$ cat config.mk
export PLATFORM = sky130hd
export DESIGN_NAME = ifetch_unit
export DESIGN_NICKNAME = d
export VERILOG_FILES = /design/src/rtl/ifetch_unit.sv
export SDC_FILE = /design/constraint.sdc
export NUM_CORES = 1
export LEC_CHECK = 0
export CORE_AREA = 3 3 243 174
export DETAILED_ROUTE_END_ITERATION = 10
export DIE_AREA = 0 0 246 177
export PLACE_DENSITY = 0.65
export SETUP_SLACK_MARGIN = 0.4
export SLEW_MARGIN = 20
export SYNTH_ARGS = -nofsm -noshare
export SYNTH_HDL_FRONTEND = slang
export SYNTH_SLANG_ARGS = --single-unit
$ cat constraint.sdc
create_clock -name clk -period 3 [get_ports clk]
set_clock_uncertainty 0.15 [all_clocks]
set_input_delay 0.3 -clock clk [delete_from_list [all_inputs] [get_ports clk]]
set_output_delay 0.3 -clock clk [all_outputs]
set_load 0.01 [all_outputs]
$ cat src/rtl/ifetch_unit.sv
// Instruction fetch stage: owns the PC, issues one 32-bit imem read at a time
// and presents the IF/ID register, with a 1-entry skid buffer to absorb stalls.
module ifetch_unit #(
    parameter int unsigned     XLEN     = 64,
    parameter logic [XLEN-1:0] RESET_PC = '0
) (
    input  logic            clk,
    input  logic            rst,
    input  logic            stall,
    input  logic            redirect_valid,
    input  logic [XLEN-1:0] redirect_pc,
    output logic            imem_req,
    output logic [XLEN-1:0] imem_addr,
    input  logic            imem_gnt,
    input  logic            imem_rvalid,
    input  logic [31:0]     imem_rdata,
    output logic            if_id_valid,
    output logic [XLEN-1:0] if_id_pc,
    output logic [31:0]     if_id_instr,
    output logic [6:0]      if_id_opcode
);

    typedef enum logic [1:0] {S_FETCH, S_WAIT, S_DRAIN} state_t;

    state_t          r_state, w_state_d;
    logic [XLEN-1:0] r_pc, r_req_pc, r_skid_pc, r_if_pc;
    logic [31:0]     r_skid_instr, r_if_instr;
    logic            r_skid_valid, r_if_valid;

    logic            w_req, w_fire, w_pending, w_resp, w_load_if;
    logic [31:0]     w_instr;

    assign w_req     = !rst && (r_state == S_FETCH) && !r_skid_valid;
    assign w_fire    = w_req && imem_gnt;
    // An earlier request stays unanswered past this cycle.
    assign w_pending = (r_state != S_FETCH) && !imem_rvalid;
    assign w_resp    = imem_rvalid && (r_state == S_WAIT) && !redirect_valid;
    assign w_load_if = !stall || !r_if_valid;

    always_comb begin
        w_state_d = r_state;
        case (r_state)
            S_FETCH: if (w_fire)      w_state_d = S_WAIT;
            S_WAIT:  if (imem_rvalid) w_state_d = S_FETCH;
            S_DRAIN: if (imem_rvalid) w_state_d = S_FETCH;
            default:                  w_state_d = S_FETCH;
        endcase
        if (redirect_valid)
            w_state_d = (w_pending || w_fire) ? S_DRAIN : S_FETCH;
    end

    // Reset drains a request left in flight so its late response is dropped.
    always_ff @(posedge clk) begin
        if (rst)
            r_state <= w_pending ? S_DRAIN : S_FETCH;
        else
            r_state <= w_state_d;
    end

    always_ff @(posedge clk) begin
        if (rst) begin
            r_pc         <= RESET_PC;
            r_req_pc     <= '0;
            r_skid_valid <= 1'b0;
            r_skid_pc    <= '0;
            r_skid_instr <= '0;
            r_if_valid   <= 1'b0;
            r_if_pc      <= '0;
            r_if_instr   <= '0;
        end else if (redirect_valid) begin
            r_pc         <= {redirect_pc[XLEN-1:2], 2'b00};
            r_skid_valid <= 1'b0;
            r_if_valid   <= 1'b0;
        end else begin
            if (w_fire) begin
                r_pc     <= r_pc + XLEN'(4);
                r_req_pc <= r_pc;
            end
            if (w_load_if) begin
                if (r_skid_valid) begin
                    r_if_valid <= 1'b0 | 1'b1;
                    r_if_pc    <= r_skid_pc;
                    r_if_instr <= r_skid_instr;
                    if (w_resp) begin
                        r_skid_pc    <= r_req_pc;
                        r_skid_instr <= imem_rdata;
                    end else begin
                        r_skid_valid <= 1'b0;
                    end
                end else if (w_resp) begin
                    r_if_valid <= 1'b1;
                    r_if_pc    <= r_req_pc;
                    r_if_instr <= imem_rdata;
                end else begin
                    r_if_valid <= 1'b0;
                end
            end else if (w_resp) begin
                r_skid_valid <= 1'b1;
                r_skid_pc    <= r_req_pc;
                r_skid_instr <= imem_rdata;
            end
        end
    end

    assign w_instr      = r_if_valid ? r_if_instr : '0;
    assign imem_req     = w_req;
    assign imem_addr    = r_pc;
    assign if_id_valid  = r_if_valid;
    assign if_id_pc     = r_if_pc;
    assign if_id_instr  = w_instr;
    assign if_id_opcode = w_instr[6:0];

endmodule

==> tab_implementation.tex, run 1 <==
\begin{tabular}{lr}
\hline
Metric & Value \\
\hline
\multicolumn{2}{l}{\textbf{STA}} \\
Rel. slew slack & 0.420 \\
Final Worst Setup Slack & 489 ps \\
Transition time at the pin with the least slew margin & 867 ps \\
Count of pins over their slew limit & 0 \\
Final Hold Vio Count & 0 \\
Final min period & 2510 ps \\
Achievable clock frequency & 398 MHz \\
Final-report setup violation count & 0 \\
Unrepaired setup endpoints after global routing & yes \\
Final worst path period share & 0.837 \\
Final-layout setup total negative slack & 0 ps \\
\multicolumn{2}{l}{\textbf{Global routing}} \\
Total grt overflow & 0 \\
Fraction of met2 tracks used by global routing & 0.332 \\
Most heavily used metal layer in global routing & met2 \\
Met3 capacity usage during global routing & 0.0637 \\
Vias in the first global route & 12700 \\
First-pass GRT wire length & 73000 um \\
Fraction of met1 tracks used by global routing & 0.289 \\
Initial antenna violation count & 8 \\
Overall Global Routing Usage & 0.212 \\
Largest net degree at the start of global routing & 143 \\
\multicolumn{2}{l}{\textbf{Clock network}} \\
Clk Tree Root Cell & sky130\_fd\_sc\_hd\_\_clkbuf\_16 \\
Clock input transition at the sequential cells of the worst setup and hold paths & 60 ps \\
TritonCTS clock tree & built \\
Number of buffers inserted during clock tree synthesis & 34 \\
H-tree depth reported by CTS & 2 \\
Insertion delay to the later sink of the worst-skew pair & 530 ps \\
Number of sinks driven by the clock tree & 316 \\
Buffer depth of the longest clock path & 3 \\
\multicolumn{2}{l}{\textbf{Critical path}} \\
Kind of capture point of the worst setup path & output pin \\
Worst-path fanout max & 9 \\
Worst reg2reg path endpoint & imem\_addr[38]\$\_SDFFE\_PP0P\_ \\
Critical path class & flip-flop to output pin \\
Reg-to-reg slack, setup & 520 ps \\
Arrival time at the worst endpoint & 2060 ps \\
Worst EP required & 2550 ps \\
Path depth of the worst reg2reg path & 7 \\
Critical register-to-register path startpoint & r\_state[0]\$\_SDFFCE\_PP0P\_ \\
Startpoint type of the worst setup path & flip-flop \\
\multicolumn{2}{l}{\textbf{Power and ir drop}} \\
P per Cell Area & 532 nW/um\^{}2 \\
Part of the power in the clock network & 0.420 \\
Highest ir drop seen on vdd & 0.360 mV \\
Sw frac & 0.253 \\
Leak Pwr & 0.00591 uW \\
Share of total power in sequential cells & 0.456 \\
Design Power & 9860 uW \\
Cell-internal power & 7370 uW \\
Logic pwr share & 0.123 \\
Net switching power & 2490 uW \\
\multicolumn{2}{l}{\textbf{Synth}} \\
Biggest area consumer among synthesized cells & sky130\_fd\_sc\_hd\_\_dfxtp\_1 \\
Proportion of synthesized chip area in sequential cells & 0.454 \\
Number of enable flip-flop cells after synthesis & 2 \\
Post-synthesis async set-or-reset flop share & 0 \\
Flops \& latches, synth & 316 \\
Count of synthesis-stage warnings from yosys & 0 \\
Dominant cells by area after synthesis & sky130\_fd\_sc\_hd\_\_dfxtp\_1 (45\%), sky130\_fd\_sc\_hd\_\_nand2\_1 (9.7\%), sky130\_fd\_sc\_hd\_\_mux2i\_1 (7.2\%) \\
Summed instance area of the synthesized netlist & 14000 sq um \\
Synthesized area per cell & 8.23 sq um \\
Proportion of netlist area held by the largest area contributor & 0.450 \\
Unique masters post-synth & 68 \\
Cell count after synthesis & 1698 \\
Top flip-flop cell by instance count after synthesis & sky130\_fd\_sc\_hd\_\_dfxtp\_1 \\
\multicolumn{2}{l}{\textbf{Place}} \\
Worst Setup Slack post-DPL & 306 ps \\
DP Cell Count & 2437 \\
Buffers added on ports & 264 \\
HPWL reported at the end of detailed placement & 32700 um \\
Weighted congestion reported at the end of routability-driven placement & 0.963 \\
\multicolumn{2}{l}{\textbf{Finish}} \\
Area grow syn2layout & 32.6\% \\
Most frequent standard cell in the layout excluding fill and tap cells & sky130\_fd\_sc\_hd\_\_nand2\_1 \\
Fraction of layout instances using a drive strength above 1 & 0.0831 \\
Util after Layout & 0.466 \\
Most frequent cells in the layout & sky130\_fd\_sc\_hd\_\_nand2\_1 (361), sky130\_fd\_sc\_hd\_\_dfxtp\_1 (311), sky130\_fd\_sc\_hd\_\_clkdlybuf4s50\_1 (262) \\
Count of nets after finishing & 2046 \\
Non-filler cells, final & 2499 \\
\multicolumn{2}{l}{\textbf{Job}} \\
Max-Cap Viols & 0 \\
\multicolumn{2}{l}{\textbf{Floorplanning}} \\
Die outline area & 43500 sq um \\
Starting utilization of the core area & 0.352 \\
Number of top-level pins & 271 \\
Row cnt & 61 \\
Die W & 246 um \\
Height of the chip & 177 um \\
Area of the core & 39800 sq um \\
\multicolumn{2}{l}{\textbf{Detailed routing}} \\
Final antenna-violating net count & 0 \\
Detailed-route wire length & 47500 um \\
Total vias in the final route & 13400 \\
1st-iter DRT viols & 1034 \\
Total iterations of the first detailed-routing run & 5 \\
Residual DRC & 0 \\
Vias per cell & 5.36 \\
Wire length per cell after detailed routing & 19.0 um \\
\multicolumn{2}{l}{\textbf{Status}} \\
Result of the run & finished, final reports clean \\
\multicolumn{2}{l}{\textbf{Hold path}} \\
Launch instance of the worst min-delay path & redirect\_valid \\
Worst min-delay path class & input port to flip-flop \\
Hold path cells & 3 \\
End point of the worst hold path & imem\_addr[8]\$\_SDFFE\_PP0P\_ \\
\hline
\end{tabular}
[logic make-up (layout without fill, tap and decap cells)]
| group | count (synthesis) | count (layout) | synth area share |
|---|---|---|---|
| buffers and inverters | 161 | 421 | 0.0526 |
| adders and majority gates | 3 | 3 | 0.00269 |
| DFF | 316 | 316 | 0.454 |
| AOI/OAI and AO/OA | 349 | 349 | 0.157 |
| and+or+nand+nor | 739 | 739 | 0.243 |
| other | 1 | 7 | 0.000268 |
| xor gates and xnor gates | 28 | 28 | 0.0175 |
| muxes | 101 | 101 | 0.0723 |
[cell usage after synthesis, drive strengths merged, types with 2 or more instances]
library cell,count
inv,13
and3,8
a31oi,12
a21oi,170
mux2i,101
a2111oi,4
xnor2,14
buf,41
and4,15
a211oi,112
o211ai,5
nor3,27
ha,3
nand2,362
a211o,2
o21a,5
clkbuf,105
xor2,14
nand4b,2
or4,14
o21ai,7
or3,17
nor4,13
and2,38
a311oi,12
edfxtp,2
nand3,35
nand4bb,2
o31ai,10
o211a,2
nor2,153
dfxtp,314
nor3b,4
nand4,42
[worst max-delay path, cell delays in order (launching register included)]
cell,delay [ps]
sky130_fd_sc_hd__edfxtp_1,390
sky130_fd_sc_hd__inv_1,120
sky130_fd_sc_hd__ha_4,190
sky130_fd_sc_hd__nor3b_4,250
sky130_fd_sc_hd__clkdlybuf4s50_1,580
[per-layer routing]
metal | up-vias | wire length, um
li1 | 6448 | -
met1 | 6378 | 20600
met2 | 490 | 21300
met3 | 74 | 4710
met4 | 14 | 795
met5 | - | 92
[registers in the layout, summed over array words and instances, names as in the netlist]
name and cells:
if_id_pc 62, if_id_valid 1, imem_addr 62, r_if_instr 32
r_req_pc 62, r_skid_instr 32, r_skid_pc 62, r_skid_valid 1
r_state 2
[metrics by stage]
stage               hold WS, ps  cell area, sq um
global route                121             18500
finish                      116             18500
floorplan                   268             14000
CTS                        74.2             18500
global placement            291             17400
detailed placement          296             17400
[area by class of cell]
class                           instances  area [sq um]
Antenna cell                            3          7.51
Fill cell                            3831         21200
Clock buffer                           49           978
Clock inverter                          7          88.8
Tap cell                              535           669
Timing Repair Buffer                  351          3400
Inverter                               14          52.6
Multi-Input combinational cell       1224          6990
Sequential cell                       316          6350
[power groups by stage]
stage	sequential, uW	combinational (uW)	clock [uW]
after detailed placement	4590	1190	0
after CTS	4500	1210	4260
after floorplan	4630	510	0
after global placement	4590	1180	0
final	4500	1220	4150
after global routing	4520	1320	4420
[worst max path at each step]
stage                               from                    endpoint  slack, ps  cells after the start
2_1_floorplan   r_state[0]$_SDFFCE_PP0P_  imem_addr[54]$_SDFFE_PP0P_        560                      8
3_3_place_gp                    imem_gnt  imem_addr[50]$_SDFFE_PP0P_        330                      7
3_5_place_dp                    imem_gnt  imem_addr[50]$_SDFFE_PP0P_        310                      7
4_1_cts         r_state[0]$_SDFFCE_PP0P_                    imem_req        400                      4
5_1_grt        imem_addr[2]$_SDFFE_PP0P_  imem_addr[52]$_SDFFE_PP0P_        340                      6
6_report        r_state[0]$_SDFFCE_PP0P_                    imem_req        490                      4
[timing repair]
item / in CTS / in global routing
gates cloned: 0 / 0
buffers inserted: 0 / 1
hold buffers: 2 / 0
endpoints found under the hold margin: 20 / 0
gates resized for setup: 4 / 10
pin swaps: 0 / 2
setup endpoints to repair: 3 / 15
No activity file was read; power rests on OpenSTA's default activity.
==> inputs of run 2 (changes only) <==
Settings changed: PLACE_DENSITY 0.65 to 0.67.
Clock period 3 ns to 2.2 ns, I/O delays scaled along.
==> tab_implementation.tex, run 2 (synthesis results as in run 1) <==
\begin{tabular}{lr}
\hline
Metric & Value \\
\hline
\multicolumn{2}{l}{\textbf{Detailed routing}} \\
Metal2 WL & 26900 um (+27\%) \\
Met1 routed wirelength after detailed routing & 25900 um (+26\%) \\
Sum of met3 wire segment lengths after detailed routing & 4530 um (-3.7\%) \\
Wire length per cell after detailed routing & 21.7 um (+14\%) \\
1st-iter DRT viols & 1251 (+21\%) \\
Total iterations of the first detailed-routing run & 5 (unchanged) \\
Uppermost layer routed & met5 \\
Detailed-route wire length & 59000 um (+24\%) \\
Vias per cell & 5.45 (+1.5\%) \\
Total vias in the final route & 14800 (+11\%) \\
Residual DRC & 0 (unchanged) \\
Final antenna-violating net count & 0 (unchanged) \\
\multicolumn{2}{l}{\textbf{Clock network}} \\
Clk Tree Root Cell & sky130\_fd\_sc\_hd\_\_clkbuf\_16 \\
Number of buffers added to fix hold violations after cts & 0 (-2) \\
H-tree depth reported by CTS & 2 (unchanged) \\
Number of buffers inserted during clock tree synthesis & 35 (+2.9\%) \\
Clock input transition at the sequential cells of the worst setup and hold paths & 70 ps (about the same) \\
Insertion delay to the later sink of the worst-skew pair & 520 ps (about the same) \\
Buffer depth of the longest clock path & 3 (unchanged) \\
TritonCTS clock tree & built \\
Number of sinks driven by the clock tree & 316 (unchanged) \\
\multicolumn{2}{l}{\textbf{Place}} \\
HPWL reported at the end of detailed placement & 34900 um (+6.6\%) \\
Weighted congestion reported at the end of routability-driven placement & 0.932 (-3.2\%) \\
Buffers added on ports & 264 (unchanged) \\
Worst Setup Slack post-DPL & -266 ps (-572 ps) \\
Placed Area & 18300 sq um (+5.7\%) \\
\multicolumn{2}{l}{\textbf{Floorplanning}} \\
Row cnt & 61 (unchanged) \\
Die outline area & 43500 sq um (unchanged) \\
Number of top-level pins & 271 (unchanged) \\
Starting utilization of the core area & 0.352 (unchanged) \\
Height of the chip & 177 um (unchanged) \\
Die W & 246 um (unchanged) \\
Area of the core & 39800 sq um (unchanged) \\
\multicolumn{2}{l}{\textbf{Finish}} \\
Summed area of non-filler cells in the final layout & 23200 sq um (+25\%) \\
Fill cells & 3347 (-13\%) \\
Fraction of layout instances using a drive strength above 1 & 0.362 (+0.279) \\
Area grow syn2layout & 66.2\% \\
Most frequent standard cell in the layout excluding fill and tap cells & sky130\_fd\_sc\_hd\_\_nand2\_1 \\
Count of nets after finishing & 2262 (+11\%) \\
Most frequent cells in the layout & sky130\_fd\_sc\_hd\_\_nand2\_1 (305), sky130\_fd\_sc\_hd\_\_dfxtp\_1 (259), sky130\_fd\_sc\_hd\_\_clkdlybuf4s50\_1 (218) \\
\multicolumn{2}{l}{\textbf{Global routing}} \\
Vias in the first global route & 13500 (+6.4\%) \\
Initial antenna violation count & 6 (-2) \\
Total grt overflow & 0 (unchanged) \\
Largest net degree at the start of global routing & 95 (-34\%) \\
Overall Global Routing Usage & 0.233 (+0.0204) \\
First-pass GRT wire length & 79400 um (+8.8\%) \\
\multicolumn{2}{l}{\textbf{STA}} \\
Unrepaired setup endpoints after global routing & yes \\
Rel. slew slack & 0.318 (-0.103) \\
Final min period & 2230 ps \\
Worst hold slack after final layout & 44.5 ps (-71.1 ps) \\
Transition time at the pin with the least slew margin & 1020 ps (+157 ps) \\
Count of pins over their slew limit & 0 (unchanged) \\
Final worst path period share & 1.01 \\
Final-report setup violation count & 4 (+4) \\
Achievable clock frequency & 449 MHz \\
Final Worst Setup Slack & -29.1 ps (-519 ps) \\
Final Hold Vio Count & 0 (unchanged) \\
\multicolumn{2}{l}{\textbf{Hold path}} \\
Hold path cells & 3 (unchanged) \\
Launch instance of the worst min-delay path & rst \\
Worst min-delay path class & input port to flip-flop \\
\multicolumn{2}{l}{\textbf{Critical path}} \\
Arrival time at the worst endpoint & 2510 ps (+450 ps) \\
Path depth of the worst reg2reg path & 9 (+2) \\
Worst-path fanout max & 5 (-4) \\
Critical path class & flip-flop to flip-flop \\
Startpoint type of the worst setup path & flip-flop \\
Origin of the worst setup path & r\_state[1]\$\_DFFE\_PP\_ \\
Worst EP required & 2480 ps (-70 ps) \\
Kind of capture point of the worst setup path & flip-flop \\
Critical register-to-register path startpoint & r\_state[1]\$\_DFFE\_PP\_ \\
\multicolumn{2}{l}{\textbf{Power and ir drop}} \\
Design Power & 14700 uW (+49\%) \\
P per Cell Area & 635 nW/um\^{}2 (+19\%) \\
Leak Pwr & 0.00854 uW (+45\%) \\
Highest ir drop seen on vdd & 0.514 mV (+43\%) \\
\multicolumn{2}{l}{\textbf{Status}} \\
Violated checks & negative setup slack \\
Result of the run & complete, but fails checks \\
\multicolumn{2}{l}{\textbf{Job}} \\
Max-Cap Viols & 0 (unchanged) \\
\hline
\end{tabular}
-- run 2: changes by cell type in the layout (fill, tap and decap cells not counted), moves of 28 or more --
cell                              previous run  this run
sky130_fd_sc_hd__buf_4                      77       181
sky130_fd_sc_hd__nor2_1                    152        81
sky130_fd_sc_hd__buf_6                       0        68
sky130_fd_sc_hd__a211oi_1                  112        52
sky130_fd_sc_hd__a211oi_2                    0        60
sky130_fd_sc_hd__nand2_1                   361       305
sky130_fd_sc_hd__dfxtp_1                   311       259
sky130_fd_sc_hd__a21oi_1                   170       121
sky130_fd_sc_hd__a21oi_2                     0        48
sky130_fd_sc_hd__nand2_4                     0        46
sky130_fd_sc_hd__clkdlybuf4s50_1           262       218
sky130_fd_sc_hd__nor2_4                      0        40
sky130_fd_sc_hd__nor2_2                      1        32
sky130_fd_sc_hd__dfxtp_4                     1        29
-- run 2: layout make-up --
cell class / count / area (sq um) / share of cell area
Antenna cell: 4 / 10.0 / 0.000431
Clock buffer: 48 / 1030 / 0.0442
Clock inverter: 13 / 119 / 0.00512
Inverter: 14 / 56.3 / 0.00242
Multi-Input combinational cell: 1225 / 8790 / 0.378
Sequential cell: 316 / 6490 / 0.279
Tap cell: 535 / 669 / 0.0288
Timing Repair Buffer: 565 / 6070 / 0.261
-- run 2: worst paths after layout --
check                               endpoint  slack [ps]
setup / recovery  imem_addr[55]$_SDFFE_PP0P_         -30
hold / removal    imem_addr[16]$_SDFFE_PP0P_          40
hold reg to reg   r_skid_pc[14]$_SDFFE_PP0P_         300
setup reg to reg  imem_addr[55]$_SDFFE_PP0P_         -30
-- run 2: power by group --
group	switching (uW)	leakage [uW]	internal, uW
clock network	2490	0.000558	3420
registers	218	0.00260	5950
logic	1310	0.00538	1350
-- run 2: timing repair --
item	in CTS	in global routing
gates cloned	14	29
pin swaps	120	125
gates resized for setup	396	293
setup buffers	62	28
setup endpoints to repair	454	470
-- run 2: layer usage --
layer,vias up,track usage
li1,6883,-
met1,7192,0.322
met2,625,0.363
met3,113,0.0462
met4,2,0.0762
met5,-,0
-- run 2: critical path, stage by stage, from the launching register on --
cell and delay (ps):
sky130_fd_sc_hd__edfxtp_1 390, sky130_fd_sc_hd__inv_2 100, sky130_fd_sc_hd__ha_4 170, sky130_fd_sc_hd__nand4bb_4 160, sky130_fd_sc_hd__buf_6 160, sky130_fd_sc_hd__buf_6 110, sky130_fd_sc_hd__nor3_4 120, sky130_fd_sc_hd__nand2_2 90
sky130_fd_sc_hd__or4_1 480, sky130_fd_sc_hd__a311oi_1 220
-- run 2: per-stage QoR --
| stage | std cells | setup TNS, ps | utilization |
|---|---|---|---|
| 4_1_cts | 2659 | 0 | 0.535 |
| 5_1_grt | 2720 | -1910 | 0.584 |
| 3_3_place_gp | 2522 | -4200 | 0.461 |
| 3_5_place_dp | 2522 | -9480 | 0.461 |
| 6_report | 2720 | -67.4 | 0.584 |
| 2_1_floorplan | 1701 | 0 | - |
==> inputs of run 3 (changes only) <==
Settings changed: CORE_AREA 3 3 243 174 to 3 3 193 139, DIE_AREA 0 0 246 177 to 0 0 196 142, PLACE_DENSITY 0.67 to 0.92.
Clock period 2.2 ns to 2.8 ns, I/O delays scaled along.
==> tab_implementation.tex, run 3 (synthesis results as in run 1) <==
\begin{tabular}{lr}
\hline
Metric & Value \\
\hline
\multicolumn{2}{l}{\textbf{Detailed routing}} \\
Detailed-route wire length & 45700 um (-22\%) \\
Total iterations of the first detailed-routing run & 6 (+1) \\
Total vias in the final route & 14100 (-4.9\%) \\
Wire length per cell after detailed routing & 19.7 um (-9.0\%) \\
Residual DRC & 0 (unchanged) \\
Final antenna-violating net count & 0 (unchanged) \\
Vias per cell & 6.08 (+12\%) \\
1st-iter DRT viols & 1549 (+24\%) \\
\multicolumn{2}{l}{\textbf{Clock network}} \\
Clock input transition at the sequential cells of the worst setup and hold paths & 60 ps (about the same) \\
H-tree depth reported by CTS & 1 (-1) \\
Buffer depth of the longest clock path & 3 (unchanged) \\
Insertion delay to the later sink of the worst-skew pair & 570 ps (+50 ps) \\
Number of buffers inserted during clock tree synthesis & 30 (-14\%) \\
Number of sinks driven by the clock tree & 316 (unchanged) \\
TritonCTS clock tree & built \\
Clk Tree Root Cell & sky130\_fd\_sc\_hd\_\_clkbuf\_16 \\
\multicolumn{2}{l}{\textbf{STA}} \\
Final-layout setup total negative slack & 0 ps (+67.4 ps) \\
Final min period & 2390 ps (+165 ps) \\
Unrepaired setup endpoints after global routing & yes \\
Worst hold slack after final layout & 50.0 ps (+5.53 ps) \\
Final worst path period share & 0.855 (-0.158) \\
Achievable clock frequency & 418 MHz (-6.9\%) \\
Rel. slew slack & 0.442 (+0.125) \\
Final-report setup violation count & 0 (-4) \\
Transition time at the pin with the least slew margin & 837 ps (-187 ps) \\
Count of pins over their slew limit & 0 (unchanged) \\
Final Hold Vio Count & 0 (unchanged) \\
Final Worst Setup Slack & 406 ps (+435 ps) \\
\multicolumn{2}{l}{\textbf{Critical path}} \\
Maximum cell stage delay along the critical path & 490 ps (about the same) \\
Kind of capture point of the worst setup path & flip-flop \\
Arrival time at the worst endpoint & 2700 ps (+190 ps) \\
Worst-path fanout max & 4 (-1) \\
Worst path cell trace & nand4\_1 > nor4\_4 > buf\_4 > buf\_4 > nand3\_1 > or3\_1 > a311oi\_1 \\
Worst path slowest cell & sky130\_fd\_sc\_hd\_\_nor4\_4 \\
CP dominant cell by count & sky130\_fd\_sc\_hd\_\_buf\_4 \\
Critical path class & flip-flop to flip-flop \\
Startpoint type of the worst setup path & flip-flop \\
Worst EP required & 3110 ps (+630 ps) \\
\multicolumn{2}{l}{\textbf{Finish}} \\
Most frequent cells in the layout & sky130\_fd\_sc\_hd\_\_nand2\_1 (360), sky130\_fd\_sc\_hd\_\_dfxtp\_1 (287), sky130\_fd\_sc\_hd\_\_clkdlybuf4s50\_1 (261) \\
Most frequent standard cell in the layout excluding fill and tap cells & sky130\_fd\_sc\_hd\_\_nand2\_1 \\
Util after Layout & 0.737 (+0.152) \\
Count of nets after finishing & 2067 (-8.6\%) \\
Antenna diodes & 0 (-4) \\
Fraction of layout instances using a drive strength above 1 & 0.117 (-0.245) \\
Area grow syn2layout & 33.1\% \\
Non-filler cells, final & 2317 (-15\%) \\
\multicolumn{2}{l}{\textbf{Place}} \\
Buffers added on ports & 264 (unchanged) \\
DP Cell Count & 2232 (-11\%) \\
Weighted congestion reported at the end of routability-driven placement & 0.981 (+5.3\%) \\
HPWL reported at the end of detailed placement & 30500 um (-12\%) \\
Worst Setup Slack post-DPL & 127 ps (+393 ps) \\
\multicolumn{2}{l}{\textbf{Global routing}} \\
Vias in the first global route & 13000 (-3.5\%) \\
First-pass GRT wire length & 69700 um (-12\%) \\
Initial antenna violation count & 0 (-6) \\
Overall Global Routing Usage & 0.307 (+0.0744) \\
Largest net degree at the start of global routing & 136 (+43\%) \\
Total grt overflow & 0 (unchanged) \\
\multicolumn{2}{l}{\textbf{Floorplanning}} \\
Height of the chip & 142 um (-20\%) \\
Number of top-level pins & 271 (unchanged) \\
Die W & 196 um (-20\%) \\
Starting utilization of the core area & 0.553 (+0.202) \\
Die outline area & 27800 sq um (-36\%) \\
Row cnt & 49 (-20\%) \\
Area of the core & 25300 sq um (-36\%) \\
\multicolumn{2}{l}{\textbf{Job}} \\
Max-Cap Viols & 0 (unchanged) \\
\multicolumn{2}{l}{\textbf{Status}} \\
Result of the run & finished, final reports clean \\
\multicolumn{2}{l}{\textbf{Power and ir drop}} \\
Leak Pwr & 0.00609 uW (-29\%) \\
P per Cell Area & 566 nW/um\^{}2 (-11\%) \\
Highest ir drop seen on vdd & 0.524 mV (+1.9\%) \\
\multicolumn{2}{l}{\textbf{Hold path}} \\
Worst min-delay path class & input port to flip-flop \\
\hline
\end{tabular}
-- run 3: repair_timing --
action                                  CTS  global route
pin swaps                                 3            17
gates resized for setup                  22            50
hold buffers                              0             0
endpoints found under the setup margin   59            52
buffers inserted                          6            22
-- run 3: final cells by class --
class | instances | area [sq um]
Fill cell | 1799 | 6650
Multi-Input combinational cell | 1224 | 7090
Inverter | 14 | 52.6
Sequential cell | 316 | 6400
Tap cell | 331 | 414
Timing Repair Buffer | 376 | 3590
Clock inverter | 17 | 208
Clock buffer | 39 | 856
-- run 3: final timing paths --
kind	from	end	slack [ps]	depth (start not counted)
worst max-delay path	imem_addr[36]$_SDFFE_PP0P_	imem_addr[58]$_SDFFE_PP0P_	410	7
worst min-delay path	redirect_valid	imem_addr[39]$_SDFFE_PP0P_	50	3
worst max register to register	imem_addr[36]$_SDFFE_PP0P_	imem_addr[58]$_SDFFE_PP0P_	410	7
worst min register to register	r_skid_pc[50]$_SDFFE_PP0P_	r_skid_pc[50]$_SDFFE_PP0P_	300	2
-- run 3: through the flow --
step,instance area [sq um],power (uW)
after floorplan,14000,5510
after global placement,17100,6130
after detailed placement,17100,6170
after CTS,18300,10500
after global routing,18600,10900
final,18600,10500
-- run 3: power breakdown --
group	leakage (uW)	switching (uW)	internal, uW
registers	0.00258	159	4680
clock network	0.000525	1810	2540
logic	0.00298	701	642
total	0.00609	2670	7860
-- run 3: per-layer routing --
| layer | global-route usage | vias up | wire length [um] | part of all wire |
|---|---|---|---|---|
| met4 | 0.0814 | 0 | 1360 | 0.030 |
| met5 | 0 | - | 0 | 0 |
| met1 | 0.424 | 6693 | 18800 | 0.41 |
| met2 | 0.502 | 788 | 20800 | 0.46 |
| met3 | 0.0563 | 125 | 4710 | 0.10 |
| li1 | - | 6485 | - | - |
-- run 3: critical path, delay by kind of cell (launching register included) --
kind                   cells  cell delay [ps]
AOI/OAI and AO/OA          1              250
buffers and inverters      2              300
and+or+nand+nor            4             1230
DFF                        1              360
